`src/rtl/wb_sched.sv`:
```
// Writeback scheduler: four one-entry holding registers (LSU, MDV, CSR, ALU) drained
// one per cycle to the GPR write port by a fixed-priority arbiter with starvation ageing.
// The CSR unit's GPR destination/data come in on csr_rd_waddr_i/csr_rd_wdata_i; csr_waddr_i/csr_wdata_i carry the CSR address/data.
module wb_sched #(
    parameter int unsigned DATA_W       = 32,
    parameter int unsigned ADDR_W       = 5,
    parameter int unsigned CSR_AW       = 32,
    parameter int unsigned ID_W         = 2,
    parameter int unsigned STARVE_LIMIT = 4
) (
    input  logic              clk,
    input  logic              rst_n,
    input  logic              lsu_valid_i,
    output logic              lsu_ready_o,
    input  logic [ADDR_W-1:0] lsu_waddr_i,
    input  logic [DATA_W-1:0] lsu_wdata_i,
    input  logic [ID_W-1:0]   lsu_id_i,
    input  logic              mdv_valid_i,
    output logic              mdv_ready_o,
    input  logic [ADDR_W-1:0] mdv_waddr_i,
    input  logic [DATA_W-1:0] mdv_wdata_i,
    input  logic [ID_W-1:0]   mdv_id_i,
    input  logic              csr_valid_i,
    output logic              csr_ready_o,
    input  logic [ADDR_W-1:0] csr_rd_waddr_i,
    input  logic [DATA_W-1:0] csr_rd_wdata_i,
    input  logic              csr_rd_we_i,
    input  logic [CSR_AW-1:0] csr_waddr_i,
    input  logic [DATA_W-1:0] csr_wdata_i,
    input  logic              alu_valid_i,
    output logic              alu_ready_o,
    input  logic [ADDR_W-1:0] alu_waddr_i,
    input  logic [DATA_W-1:0] alu_wdata_i,
    input  logic              flush_i,
    output logic              reg_we_o,
    output logic [ADDR_W-1:0] reg_waddr_o,
    output logic [DATA_W-1:0] reg_wdata_o,
    output logic              csr_we_o,
    output logic [CSR_AW-1:0] csr_waddr_o,
    output logic [DATA_W-1:0] csr_wdata_o,
    output logic              commit_valid_o,
    output logic [ID_W-1:0]   commit_id_o,
    output logic              busy_o
);

    localparam int unsigned NS    = 4;
    localparam int unsigned AGE_W = $clog2(STARVE_LIMIT + 1);
    localparam int unsigned LSU   = 0;
    localparam int unsigned MDV   = 1;
    localparam int unsigned CSR   = 2;
    localparam int unsigned ALU   = 3;

    logic [NS-1:0]     in_valid;
    logic [NS-1:0]     hv;
    logic [NS-1:0]     starved;
    logic [NS-1:0]     pick;
    logic [NS-1:0]     grant;
    logic [NS-1:0]     ready;
    logic [NS-1:0]     load;
    logic [ADDR_W-1:0] in_waddr [NS];
    logic [DATA_W-1:0] in_wdata [NS];
    logic [ADDR_W-1:0] h_waddr  [NS];
    logic [DATA_W-1:0] h_wdata  [NS];
    logic [AGE_W-1:0]  age      [NS];
    logic [ID_W-1:0]   h_lsu_id;
    logic [ID_W-1:0]   h_mdv_id;
    logic              h_rd_we;
    logic [CSR_AW-1:0] h_csr_addr;
    logic [DATA_W-1:0] h_csr_data;
    logic [ADDR_W-1:0] sel_waddr;
    logic [DATA_W-1:0] sel_wdata;

    assign in_valid       = {alu_valid_i, csr_valid_i, mdv_valid_i, lsu_valid_i};
    assign in_waddr[LSU]  = lsu_waddr_i;
    assign in_waddr[MDV]  = mdv_waddr_i;
    assign in_waddr[CSR]  = csr_rd_waddr_i;
    assign in_waddr[ALU]  = alu_waddr_i;
    assign in_wdata[LSU]  = lsu_wdata_i;
    assign in_wdata[MDV]  = mdv_wdata_i;
    assign in_wdata[CSR]  = csr_rd_wdata_i;
    assign in_wdata[ALU]  = alu_wdata_i;

    // Starved holds win first; within a set, bit 0 (LSU) has highest priority.
    always_comb begin
        starved = '0;
        for (int i = 0; i < NS; i++) begin
            starved[i] = hv[i] && (age[i] == AGE_W'(STARVE_LIMIT));
        end
        pick  = (|starved) ? starved : hv;
        grant = flush_i ? '0 : (pick & (~pick + NS'(1)));
    end

    assign ready       = flush_i ? '0 : (~hv | grant);
    assign load        = in_valid & ready;
    assign lsu_ready_o = ready[LSU];
    assign mdv_ready_o = ready[MDV];
    assign csr_ready_o = ready[CSR];
    assign alu_ready_o = ready[ALU];
    assign busy_o      = |hv;

    always_comb begin
        sel_waddr = '0;
        sel_wdata = '0;
        for (int i = 0; i < NS; i++) begin
            if (grant[i]) begin
                sel_waddr = h_waddr[i];
                sel_wdata = h_wdata[i];
            end
        end
        reg_waddr_o    = sel_waddr;
        reg_wdata_o    = sel_wdata;
        // x0 and CSR-without-rd still retire, just without a GPR write.
        reg_we_o       = (|grant) && (sel_waddr != '0) && !(grant[CSR] && !h_rd_we);
        csr_we_o       = grant[CSR];
        csr_waddr_o    = grant[CSR] ? h_csr_addr : '0;
        csr_wdata_o    = grant[CSR] ? h_csr_data : '0;
        commit_valid_o = grant[LSU] || grant[MDV];
        commit_id_o    = grant[LSU] ? h_lsu_id : (grant[MDV] ? h_mdv_id : '0);
    end

    // Holding registers and ages; flush beats load, load beats grant-drain.
    always_ff @(posedge clk or negedge rst_n) begin
        if (!rst_n) begin
            hv         <= '0;
            h_lsu_id   <= '0;
            h_mdv_id   <= '0;
            h_rd_we    <= 1'b0;
            h_csr_addr <= '0;
            h_csr_data <= '0;
            for (int i = 0; i < NS; i++) begin
                age[i]     <= '0;
                h_waddr[i] <= '0;
                h_wdata[i] <= '0;
            end
        end else begin
            for (int i = 0; i < NS; i++) begin
                if (flush_i) begin
                    hv[i]  <= 1'b0;
                    age[i] <= '0;
                end else if (load[i]) begin
                    hv[i]      <= 1'b1;
                    age[i]     <= '0;
                    h_waddr[i] <= in_waddr[i];
                    h_wdata[i] <= in_wdata[i];
                end else if (grant[i] || !hv[i]) begin
                    hv[i]  <= 1'b0;
                    age[i] <= '0;
                end else if (age[i] != AGE_W'(STARVE_LIMIT)) begin
                    age[i] <= AGE_W'(age[i] + AGE_W'(1));
                end
            end
            if (load[LSU]) h_lsu_id <= lsu_id_i;
            if (load[MDV]) h_mdv_id <= mdv_id_i;
            if (load[CSR]) begin
                h_rd_we    <= csr_rd_we_i;
                h_csr_addr <= csr_waddr_i;
                h_csr_data <= csr_wdata_i;
            end
        end
    end

endmodule

```
`config.mk`:
```
export PLATFORM = sky130hd
export DESIGN_NAME = wb_sched
export DESIGN_NICKNAME = d
export VERILOG_FILES = /design/src/rtl/wb_sched.sv
export SDC_FILE = /design/constraint.sdc
export NUM_CORES = 1
export LEC_CHECK = 0
export ABC_AREA = 1
export ABC_CLOCK_PERIOD_IN_PS = 3000
export CAP_MARGIN = 20
export CORE_MARGIN = 4
export CORE_UTILIZATION = 47
export DETAILED_ROUTE_END_ITERATION = 10
export PLACE_DENSITY = 0.91
export SLEW_MARGIN = 20
export SYNTH_ARGS = -nofsm -noshare
export SYNTH_HDL_FRONTEND = slang
export SYNTH_SLANG_ARGS = --single-unit
```
`constraint.sdc`:
```
create_clock -name clk -period 3 [get_ports clk]
set_input_delay 0.45 -clock clk [delete_from_list [all_inputs] [get_ports clk]]
set_output_delay 0.45 -clock clk [all_outputs]
set_load 0.05 [all_outputs]
```
==> results.ini <==
[outcome]
status=finished with violations
violations=setup timing

[yosys]
synth_cell_types=27
ys_seq_area_share_pct=55.6
ys_warn_count=0
ys_seq_elements=233
yosys.area_share.adder_pct=0.954
synth_top_family_by_area=simple AND/OR/NAND/NOR gates
synth_edf_count=0
ys_top_cells_by_area=dfrtp_1, nand2_1, nand3_1
synth_cells=1216
syn_nets=1448
syn-cell-area_um2=10500
yosysMostFrequentCell=nand2_1
synth_top_area_share_pct=55.6
synth-async-reset-ratio_pct=100
synth_ff_type=dfrtp_1
synthSimpleGateAreaFrac_pct=25.4
yosys-top-cells-count=nand2_1, dfrtp_1, nand3_1
synth-compound-area-share_pct=6.54
synth_top_area_cell=dfrtp_1
avgSynthCellArea_um2=8.63
synthXorXnorAreaFrac_pct=0.584
synth_mux_area_share_pct=4.19

[clock_tree]
cts.sinks=233
path_clk_slew_ns=0.06
cts_tree=built
clk_latency_ns=0.52
cts_root_buf=clkbuf_16
htree_levels=1
cts_buffers=26
cts_buffer_depth=3

[power_and_ir_drop]
sw_frac_of_total_pct=31.5
total_power_mw=10.6
internal_power_mw=7.28
power-per-cell-area_nw_per_um2=627
clkPwrFrac_pct=32.0
pwr-share-seq_pct=38.7
vdd_drop_max_uv=463
power_frac_comb_pct=29.3
static-leakage-power_nw=8.10
p_switching_mw=3.35

[route]
firstDrtPassIters=6
num_vias=10395
viasPerCell=5.57
drt-total-wl_um=38500
drc=0
antenna_left=0
first_iter_violations=783
wire_per_inst_um=20.7

[floorplan]
rows=54
start_util_pct=47.9
ios=335
die_area_um2=24800
die_w_um=157
core_um2=21900
die_y_um=157

[placed_design]
dp.cells=1787
port_buffers=334
gp_congestion=0.964
dp_slack_ns=0.0982
hpwl_um=25500

[grt]
grt_max_degree=84
grt_pass1_wl_um=58000
antenna_found_initial=2
track_usage_pct=29.8
grt.overflow.total=0
grt_pass1_vias=11138

[layout]
fillers=1269
multiInputGateArea_um2=4450
syn_to_final_growth_pct=61.7
stdcell_count=1866
fin_nets=1795
drive_gt1_share_pct=24.2
regArea_um2=5830

[critical_path]
criticalPathCategory=flop to primary output
critPathTopFamily=simple AND/OR/NAND/NOR gates
end_kind=primary output
crit_path_frequent_cell=nand2_2
cp_slowest_cell=dfrtp_1
critPathLaunchType=flop
cpPeakStageDelay_ns=0.39
arrival_ns=2.71
path_cells=inv_2 -> ha_4 -> nand3_2 -> nand2_2 -> nor2_4 -> nand2_1 -> nand2_2 -> nor2_4 -> nand2_2 -> buf_12 -> nor2_2 -> buf_12
crit_buf_inv=3
cp.required_ns=2.55
crit_fanout=64

[sta]
setup_viol=97
drv_slew=0
finalCritPeriodShare_pct=105
fin_crit_ns=3.16
tns_ns=-7.72
rsz0062_at_grt=yes
whs_ns=0.411
setup_ws_ns=-0.158
clock.fmax_mhz=317
slew_headroom_pct=56.5
tightest_slew_ns=0.653
finalHoldViolCount=0
skew_ns=0.00900

[min_path]
min_path_type=input port to flop

[run]
cap_viol_max_count=0

[cell type report]
class                   instances  area share (%)
diodes                          5          0.0738
clock buffers                  38            4.40
clock inverters                 8           0.974
inverters                      93            2.10
multi-input cells             815            26.2
flip-flops and latches        233            34.4
well taps                     280            2.07
repair buffers                394            29.8
[logic make-up (layout without fill, tap and decap cells)]
kind of cell,count (synthesis),in the layout
AOI/OAI and AO/OA,116,116
adders and majority gates,8,8
other,0,5
muxes,39,39
and+or+nand+nor,645,645
DFF,233,233
xor gates and xnor gates,7,7
buffers and inverters,168,533
[power by group through the flow]
stage / Clock [mW] / Combinational, mW / Sequential (mW)
global placement: 0 / 2.78 / 4.08
floorplan: 0 / 1.51 / 4.01
finish: 3.40 / 3.11 / 4.12
global route: 3.58 / 3.31 / 4.17
CTS: 3.44 / 3.02 / 4.08
detailed placement: 0 / 2.88 / 4.12
[sequential cells by signal (all words and copies together), names as in the netlist]
name / count
age: 12
h_csr_addr: 32
h_csr_data: 32
h_lsu_id: 2
h_mdv_id: 2
h_rd_we: 1
h_waddr: 20
h_wdata: 128
hv: 4
[timing repair]
| action | CTS | global route |
|---|---|---|
| cloned | 1 | 0 |
| endpoints found under the hold margin | 80 | 0 |
| pin swaps | 11 | 17 |
| buffers inserted | 17 | 9 |
| setup endpoints to repair | 108 | 107 |
| hold buffers | 1 | 0 |
| gates resized for setup | 92 | 60 |
[layout by cell type (no fill, tap or decap), types with 8 or more instances in the layout]
cell type	Yosys	layout
nand3_2	0	14
nor2_1	159	97
mux2_2	39	39
buf_4	10	42
inv_2	2	12
clkdlybuf4s50_1	0	221
a22oi_2	0	13
a21oi_1	76	76
buf_12	0	119
nand2_1	312	301
a22oi_1	32	19
nand2_2	5	12
clkbuf_16	0	27
inv_1	91	79
dfrtp_1	233	233
nand3_1	162	145
clkbuf_1	33	8
nor2_4	2	10
nor2_2	1	55
[worst register-to-register path: cells and delay by family, from the launching register on]
kind	cells	cell delay (ns)
simple gates	11	1.43
buf+inv	4	0.61
flops	1	0.39
fa+ha+maj	1	0.15
compound gates	1	0.08
[final timing paths]
path | from | to | slack [ns] | cells after the start
worst max register to register | age[1]$_DFFE_PN0P_ | h_csr_data[1]$_DFFE_PN0P_ | 0.21 | 17
max in group asynchronous | rst_n | h_csr_addr[6]$_DFFE_PN0P_ | 1.45 | 3
min in group asynchronous | rst_n | h_wdata[25]$_DFFE_PN0P_ | 0.53 | 2
worst min register to register | h_wdata[1]$_DFFE_PN0P_ | h_wdata[1]$_DFFE_PN0P_ | 0.47 | 2
worst min-delay path | mdv_valid_i | h_mdv_id[1]$_DFFE_PN0P_ | 0.41 | 3
worst max-delay path | age[1]$_DFFE_PN0P_ | csr_wdata_o[26] | -0.16 | 12
[metal layers]
metal	global-route usage [%]	up-vias	wire length, um
met5	0	-	19
met1	33.7	4971	13500
met3	7.34	167	3800
li1	-	4592	-
met4	15.5	2	2070
met2	52.1	663	19200
[metrics by stage]
| stage | util (%) | instance area (um^2) |
|---|---|---|
| global route | 77.5 | 17000 |
| finish | 77.5 | 17000 |
| detailed placement | 69.8 | 15300 |
| global placement | 69.8 | 15300 |
| floorplan | - | 10500 |
| CTS | 76.2 | 16700 |
No activity file was read; power rests on OpenSTA's default activity.
